$ cat config.mk
export PLATFORM = sky130hd
export DESIGN_NAME = fetch_sequencer
export DESIGN_NICKNAME = d
export VERILOG_FILES = /design/src/rtl/fetch_pkg.sv /design/src/rtl/ret_addr_stack.sv /design/src/rtl/fetch_sequencer.sv
export SDC_FILE = /design/constraint.sdc
export NUM_CORES = 1
export LEC_CHECK = 0
export CAP_MARGIN = 20
export CORE_MARGIN = 2
export CORE_UTILIZATION = 33
export DETAILED_ROUTE_END_ITERATION = 7
export GPL_ROUTABILITY_DRIVEN = 0
export HOLD_SLACK_MARGIN = 0.12
export PLACE_DENSITY = 0.64
export SYNTH_ARGS = -nofsm -noshare
export SYNTH_HDL_FRONTEND = slang
export SYNTH_SLANG_ARGS = --single-unit
$ cat constraint.sdc
create_clock -name clk -period 5.1 [get_ports clk]
set_input_delay 1.275 -clock clk [delete_from_list [all_inputs] [get_ports clk]]
set_output_delay 1.275 -clock clk [all_outputs]
set_load 0.01 [all_outputs]
$ cat src/rtl/fetch_pkg.sv
// Shared encodings for the fetch sequencer: fetch-control codes, FSM state
// encodings, datapath widths and a saturating-increment helper.
package fetch_pkg;

  localparam int PC_W  = 10;  // fetch-unit address width
  localparam int TMO_W = 8;   // memory-wait timeout counter width

  // Command presented to the fetch unit every cycle.
  typedef enum logic [1:0] {
    FETCH_NORMAL = 2'b00,
    FETCH_JUMP   = 2'b01,
    FETCH_RETURN = 2'b10,
    FETCH_HOLD   = 2'b11
  } fetch_ctrl_e;

  // Sequencer states.
  typedef enum logic [1:0] {
    ST_RUN      = 2'b00,
    ST_MEM_WAIT = 2'b01,
    ST_HALT     = 2'b10
  } state_e;

  // Increment that sticks at all-ones instead of wrapping.
  function automatic logic [TMO_W-1:0] sat_inc(input logic [TMO_W-1:0] v);
    return (v == '1) ? v : v + TMO_W'(1);
  endfunction

endpackage

$ cat src/rtl/ret_addr_stack.sv
// Circular return-address stack. A push onto a full stack overwrites the
// oldest entry; a pop from an empty stack is ignored. Both are flagged for
// one cycle so the owner can keep a sticky error.
module ret_addr_stack
  import fetch_pkg::*;
#(
  parameter int DEPTH = 4
) (
  input  logic            clk,
  input  logic            reset,
  input  logic            push,
  input  logic            pop,
  input  logic [PC_W-1:0] din,
  output logic [PC_W-1:0] top,
  output logic [3:0]      count,
  output logic            overflow,
  output logic            underflow
);

  localparam int PTR_W = $clog2(DEPTH);

  logic [PC_W-1:0]  mem_q [DEPTH];
  logic [PTR_W-1:0] ptr_q;
  logic [3:0]       count_q;
  logic [PTR_W-1:0] ptr_inc;
  logic [PTR_W-1:0] ptr_dec;
  logic             full;
  logic             empty;

  assign full      = (count_q == 4'(DEPTH));
  assign empty     = (count_q == 4'd0);
  assign ptr_inc   = ptr_q + PTR_W'(1);
  assign ptr_dec   = ptr_q - PTR_W'(1);
  assign overflow  = push && full;
  assign underflow = pop && !push && empty;
  assign top       = empty ? '0 : mem_q[ptr_q];
  assign count     = count_q;

  // Pointer, occupancy and entry storage; the pointer always names the top.
  always_ff @(posedge clk) begin
    if (reset) begin
      // NOTE: the entries are reset on purpose: the stack is tiny and a
      // cleared RAS must read back as zero rather than stale addresses.
      for (int i = 0; i < DEPTH; i++) mem_q[i] <= '0;
      ptr_q   <= '0;
      count_q <= '0;
    end else if (push) begin
      // NOTE: non-blocking assignments here so every register samples the
      // pre-edge values of ptr_q/count_q, independent of statement order.
      mem_q[ptr_inc] <= din;
      ptr_q          <= ptr_inc;
      if (!full) count_q <= count_q + 4'd1;
    end else if (pop && !empty) begin
      ptr_q   <= ptr_dec;
      count_q <= count_q - 4'd1;
    end
  end

endmodule

$ cat src/rtl/fetch_sequencer.sv
// Fetch sequencer: turns decoded instruction flags into a per-cycle fetch
// command, stalls fetch across load/store memory handshakes (with timeout),
// handles halt/resume and owns the return-address stack for call/ret.
module fetch_sequencer
  import fetch_pkg::*;
#(
  parameter int RAS_DEPTH   = 4,
  parameter int MEM_TIMEOUT = 15
) (
  input  logic            clk,
  input  logic            reset,
  input  logic            instr_valid,
  input  logic            is_halt,
  input  logic            is_ldst,
  input  logic            is_ret,
  input  logic            is_call,
  input  logic            is_jump,
  input  logic            is_branch,
  input  logic            cmp_taken,
  input  logic            mem_ack,
  input  logic            resume,
  input  logic [PC_W-1:0] pc_in,
  output logic [1:0]      fetch_control,
  output logic [PC_W-1:0] ra_addr,
  output logic            mem_req,
  output logic            stall,
  output logic            halted,
  output logic            ras_err,
  output logic            mem_err,
  output logic [3:0]      ras_count
);

  state_e            state_q, state_d;
  logic [TMO_W-1:0]  tmo_q, tmo_d;
  logic              ras_err_q;
  logic              mem_err_q;
  fetch_ctrl_e       fc;
  logic              req;
  logic              push;
  logic              pop;
  logic              mem_err_set;
  logic              ras_ovf;
  logic              ras_unf;

  ret_addr_stack #(
    .DEPTH(RAS_DEPTH)
  ) u_ras (
    .clk       (clk),
    .reset     (reset),
    .push      (push),
    .pop       (pop),
    .din       (pc_in),
    .top       (ra_addr),
    .count     (ras_count),
    .overflow  (ras_ovf),
    .underflow (ras_unf)
  );

  // Priority decode of the flags and next-state/timeout selection.
  always_comb begin
    // NOTE: every output of this block gets a default first so no path
    // through the case leaves one unassigned and infers a latch.
    fc          = FETCH_NORMAL;
    req         = 1'b0;
    push        = 1'b0;
    pop         = 1'b0;
    mem_err_set = 1'b0;
    state_d     = state_q;
    tmo_d       = tmo_q;
    case (state_q)
      ST_RUN: begin
        if (instr_valid) begin
          if (is_halt) begin
            fc      = FETCH_HOLD;
            state_d = ST_HALT;
          end else if (is_ldst) begin
            fc  = FETCH_HOLD;
            req = 1'b1;
            if (!mem_ack) begin
              state_d = ST_MEM_WAIT;
              tmo_d   = '0;
            end
          end else if (is_ret) begin
            fc  = FETCH_RETURN;
            pop = 1'b1;
          end else if (is_call) begin
            fc   = FETCH_JUMP;
            push = 1'b1;
          end else if (is_jump) begin
            fc = FETCH_JUMP;
          end else if (is_branch && cmp_taken) begin
            fc = FETCH_JUMP;
          end
        end
      end
      ST_MEM_WAIT: begin
        if (mem_ack) begin
          // Request is still up in the ack cycle; fetch resumes immediately.
          req     = 1'b1;
          state_d = ST_RUN;
          tmo_d   = '0;
        end else if (tmo_q >= TMO_W'(MEM_TIMEOUT)) begin
          // Abandon the access: drop the request and release fetch.
          mem_err_set = 1'b1;
          state_d     = ST_RUN;
          tmo_d       = '0;
        end else begin
          fc    = FETCH_HOLD;
          req   = 1'b1;
          tmo_d = sat_inc(tmo_q);
        end
      end
      ST_HALT: begin
        fc = FETCH_HOLD;
        if (resume) state_d = ST_RUN;
      end
      default: state_d = ST_RUN;
    endcase
  end

  // State, timeout counter and sticky error flags; reset wins over all.
  always_ff @(posedge clk) begin
    if (reset) begin
      state_q   <= ST_RUN;
      tmo_q     <= '0;
      ras_err_q <= 1'b0;
      mem_err_q <= 1'b0;
    end else begin
      state_q   <= state_d;
      tmo_q     <= tmo_d;
      ras_err_q <= ras_err_q | ras_ovf | ras_unf;
      mem_err_q <= mem_err_q | mem_err_set;
    end
  end

  assign fetch_control = fc;
  assign mem_req       = req;
  assign stall         = (fc == FETCH_HOLD);
  assign halted        = (state_q == ST_HALT);
  assign ras_err       = ras_err_q;
  assign mem_err       = mem_err_q;

endmodule

* Word level (Yosys, flattened, before mapping)
Memories as Yosys holds them, arrays and structs flattened. A register that Yosys moved wholly into a read port is not among the register bits.
Index checks and enable logic that the tools add are counted.
** Storage, ports and cells
- Bits in registers :: 18
- Memory bits (writable) :: 40
- Output and inout port bits :: 21
- Logic and storage cells :: 108
- Memories :: 1
** Memories
- u_ras.mem_q :: depth 4, width 10, rd ports 1, clocked after Yosys merged registers in 1, write ports 4, line ret_addr_stack.sv:22 : logic [PC_W-1:0] mem_q [DEPTH];
** Cells by class
- Add/subtract/negate cells :: 5
- $lt $le $gt $ge :: 1
- Equality and inequality tests :: 15
- Multiplexer cells :: 62
- Bitwise operators :: 3
- Reduce and logical (&&, ||, !) cells :: 15
** Operator list (number)
- 8-bit two-way mux :: 7
- 2-bit two-way mux :: 18
- 1-bit two-way mux :: 28
- 10-bit two-way mux :: 2
- 8-bit one-hot mux with 2 select lines :: 1
- 4-bit two-way mux :: 3
- 2-bit != test, second input constant :: 6
- 2-bit one-hot mux with 3 select lines :: 2
- 10-bit OR reduction :: 1
- 3-bit != test, second input constant :: 3
- 8-bit by 1-bit adder with 8-bit output, second input constant :: 1
- 8-bit equality test, second input constant :: 1
- 8-bit by 4-bit >= comparator with 1-bit output, second input constant :: 1
- 6-bit AND reduction :: 1
- 1-bit logical AND :: 5
- 5-bit AND reduction :: 1
- 4-bit by 1-bit adder with 4-bit output, second input constant :: 1
- 2-bit equality test, second input constant :: 2
- 4-bit by 3-bit equality test with 1-bit output, second input constant :: 1
- 4-bit zero test :: 1
- 4-bit != test, second input constant :: 1
- 2-bit nonzero test :: 2
- 4-bit by 1-bit subtractor with 4-bit output, second input constant :: 1
- 1-bit OR :: 3
- 7 further kinds :: 8

* Depth between registers and ports, before layout
- Word-level depth :: 11
- Depth in mapped cells :: 9
- Gate-level depth less buffers :: 8

* By module
From an unflattened synthesis, not the netlist that was laid out.
** Unflattened totals
- Cell total of the unflattened synthesis :: 258
- Area, all modules :: 2851.5 µm²
** Modules (own cells, without submodules)
- ret_addr_stack :: times used 1, cells each 180, area an instance 2238.4 µm², seq. area each 1361.3 µm²
- fetch_sequencer :: times used 1, cells each 78, area an instance 613.1 µm², seq. area each 240.2 µm²

* Worst setup path after synthesis
No wires, ideal clock.
- Path type :: input to output
- Start :: input port is_halt
- End :: output port fetch_control[0]
- Arrival time :: 1.857 ns
- Data required time :: 3.825 ns
- Slack :: 1.968 ns
- Stages on the path :: 4
- Cells stage by stage :: nor2_2 -> o21ai_0 -> a21oi_1 -> o21ai_0
** Between the ends
- Cells in the longest elaborated chain, start to end :: 3
** Ends and longest elaborated chain
- from (decl) :: line fetch_sequencer.sv:13 : input logic is_halt,
- 2-bit two-way mux :: line fetch_sequencer.sv:73 : if (is_halt) begin
- 2-bit two-way mux :: line fetch_sequencer.sv:72 : if (instr_valid) begin
- 2-bit one-hot mux with 3 select lines :: line fetch_sequencer.sv:70 : case (state_q)
- to (decl) :: line fetch_sequencer.sv:23 : output logic [1:0] fetch_control,
No other way between the ends.

* Worst setup path in the final report
- Start :: input port is_ret
- End :: output port fetch_control[0]
** Between the ends
- Cells in the longest elaborated chain, start to end :: 5
** Ends and longest elaborated chain
- from (decl) :: line fetch_sequencer.sv:15 : input logic is_ret,
- 2-bit two-way mux :: line fetch_sequencer.sv:83 : end else if (is_ret) begin
- 2-bit two-way mux :: line fetch_sequencer.sv:76 : end else if (is_ldst) begin
- 2-bit two-way mux :: line fetch_sequencer.sv:73
- 2-bit two-way mux :: line fetch_sequencer.sv:72
- 2-bit one-hot mux with 3 select lines :: line fetch_sequencer.sv:70
No other way between the ends.

==> metrics.txt <==
outcome finished, final reports clean; Clock Tree Root sky130_fd_sc_hd__clkbuf_8; net count of the mapped netlist about 260; Yosys warning total 0; die height 97.93 um; most used routing layer met2; global-route wire length before repair 9818 um; antenna violations before repair 0; Slew Limit Headroom 34.66%; endpoints failing setup 0; leakage dissipation approximately 1.3 nW; FILL cells 823; FF-to-FF path depth 5; CP Capture Type primary output; number of buffers on the longest clock path 2; number of enable flip-flop cells after synthesis 40; sequential-to-total area share from yosys stat between 50% and 60%; count of cells along the worst hold path 1; H-Tree Level Count 3; post-cts sizing count 0; Post-Syn Instances 238; CP cell instances clkdlybuf4s50_1 -> o21ai_0 -> a21oi_1 -> o21ai_0 -> clkdlybuf4s50_1; classification of the worst-slack hold path flip-flop to flip-flop; fraction of met2 tracks used by global routing between 20% and 30%; routed vias/inst ~4.8; met1 usage in global routing 16.11%; Final Slew Violations 0; setup repair after global routing missed its margin false; highest achievable clock rate 240.4 MHz; crit path kind input pin to primary output; overall power after layout 0.001071 W; slowest library cell on the worst path sky130_fd_sc_hd__clkdlybuf4s50_1; number of nets with antenna violations after detailed routing 0; total power per unit cell area just under 300 nW/um^2; maxcap violations 0; drt first pass iters 4; synthesis-to-layout area growth 25.05%; clock transition at the registers of the reported paths around 0.070 ns; total track usage 13.23%; FF+latch count, synth 60; TritonCTS clock tree done; met3 capacity usage during global routing 4.796%; core region area 8636 um^2; drt first-iter violations 85; Hold Buf Count CTS 0; antenna diode count 0; total overflow reported by the global router 0; Layout Skew about 0.010 ns; starting utilization of the core area 33.71%; part of the cycle the worst path needs 81.58%; final critical delay including setup and external delays 4.160 ns; post-CTS setup buffer count 0; most frequent cells in the layout 44 x sky130_fd_sc_hd__and2_1, 42 x sky130_fd_sc_hd__clkdlybuf4s50_1, 40 x sky130_fd_sc_hd__edfxtp_1; Die ar. 9590 um^2; number of port buffers 42; mean routed wirelength per cell 14.53 um; Arrival @ worst endpoint 2.89 ns; Avg Cell Area, Syn between 10 and 15 um^2; summed instance area of the synthesized netlist 2912 um^2; peak per-stage delay on the critical path ~0.57 ns; Setup TNS Final 0 ns; fraction of the core area covered by cells at the end of the flow 42.16%; ys async rst share 0%; unique cell type count in the Yosys netlist 42; detailed placement HPWL 3865 um; worst skew pair latency roughly 0.34 ns; count of pins on the block boundary 43; Worst Max-Slew Pin Slew 0.9728 ns; Cell Rows 34; total clock buffers created by CTS 9; most common cell after layout, fill and taps aside sky130_fd_sc_hd__and2_1; maximum fanout along the worst path 7; Horiz. Die Dim 97.93 um; DRC 0; Total Routed Length 5784 um; total count of hold-check failures in the final report 0; share of cells above drive strength 1 15.86%; TritonCTS sink count 60; number of global-route vias before repair roughly 2.0k; nature of the critical path startpoint input pin; required time of the critical path between 3 and 4 ns; most used flip-flop cell after synthesis sky130_fd_sc_hd__edfxtp_1; peak supply drop 0.1365 mV; largest net degree at the start of global routing 25; total via count in the routed design 1891; Net count, final approximately 310
[worst max-delay path: cells and delay by family]
kind / cells / cell delay, ns
buf+inv: 2 / 1.14
compound gates: 3 / 0.47
[cell families (layout without fill, tap and decap cells)]
logic type / after synthesis / after routing / synth area share, %
simple gates: 110 / 110 / 23.12
flops: 60 / 60 / 55.01
compound gates: 34 / 34 / 7.564
buf+inv: 13 / 65 / 2.406
mux: 12 / 12 / 8.423
xor+xnor: 5 / 5 / 1.504
fa+ha+maj: 4 / 4 / 1.977
[Yosys cell counts (2+ instances only)]
master / number / area [um^2]
sky130_fd_sc_hd__nand2_1: 7 / 26.28
sky130_fd_sc_hd__a31o_1: 2 / 17.52
sky130_fd_sc_hd__a211oi_1: 5 / 37.54
sky130_fd_sc_hd__xnor2_1: 5 / 43.79
sky130_fd_sc_hd__nor3_1: 4 / 20.02
sky130_fd_sc_hd__ha_1: 3 / 37.54
sky130_fd_sc_hd__nand2b_1: 4 / 25.02
sky130_fd_sc_hd__a21oi_1: 13 / 65.06
sky130_fd_sc_hd__mux2i_1: 2 / 20.02
sky130_fd_sc_hd__or3_1: 2 / 12.51
sky130_fd_sc_hd__or2_2: 2 / 12.51
sky130_fd_sc_hd__dfxtp_1: 20 / 400.4
sky130_fd_sc_hd__edfxtp_1: 40 / 1201
sky130_fd_sc_hd__nor2b_1: 12 / 75.07
sky130_fd_sc_hd__nor2_1: 18 / 67.56
sky130_fd_sc_hd__and2_1: 44 / 275.3
sky130_fd_sc_hd__o21bai_1: 2 / 15.01
sky130_fd_sc_hd__nor4_2: 2 / 25.02
sky130_fd_sc_hd__o21ai_0: 7 / 35.03
sky130_fd_sc_hd__nand3_1: 4 / 20.02
sky130_fd_sc_hd__buf_2: 3 / 15.01
sky130_fd_sc_hd__clkbuf_1: 6 / 22.52
sky130_fd_sc_hd__nor2_2: 3 / 18.77
sky130_fd_sc_hd__mux4_2: 10 / 225.2
[cell type report]
type / count / area [um^2] / share of cell area (%)
Clock inverter: 7 / 75.07 / 2.062
Inverter: 2 / 7.507 / 0.2062
Timing Repair Buffer: 47 / 457.9 / 12.58
Multi-Input combinational cell: 165 / 1240 / 34.06
Sequential cell: 60 / 1602 / 43.99
Clock buffer: 9 / 123.9 / 3.402
Tap cell: 108 / 135.1 / 3.711
[routing by layer]
metal	vias up	part of all wire, %
li1	952	-
met3	2	5.0
met1	888	45
met4	0	0.61
met5	-	0
met2	49	50
[per-stage QoR]
stage | instance area [um^2] | setup slack (ns) | instances | hold slack (ns)
floorplan | 2912 | 1.968 | 238 | 0.4508
global placement | 3442 | 0.9409 | 382 | 0.4654
detailed placement | 3442 | 0.9546 | 382 | 0.4721
CTS | 3641 | 0.9302 | 398 | 0.4920
global route | 3641 | 0.7763 | 398 | 0.4997
finish | 3641 | 0.9397 | 398 | 0.4898
[state kept, by name, indices dropped and copies added, names as in the netlist, named ones only]
name / count
u_ras.mem_q: 40
ras_err: 1
u_ras.ptr_q: 2
state_q: 2
u_ras.count: 4
mem_err: 1
tmo_q: 8
[path summary, 6_finish.rpt]
path / end / start / slack [ns]
max reg2reg: u_ras.mem_q[0][5] / state_q[1] / 2.94
max: fetch_control[0] / is_ret / 0.94
min: tmo_q[7] / tmo_q[7] / 0.49
min reg2reg: tmo_q[7] / tmo_q[7] / 0.49
[where the power goes]
group / internal (W) / switching, W / total [W]
clock network: 0.000229 / 0.000200 / 0.000428
registers: 0.000531 / 0.0000110 / 0.000542
logic: 0.0000546 / 0.0000467 / 0.000101
total: 0.000814 / 0.000257 / 0.00107
Note: power is estimated with default switching activity, not from simulation.
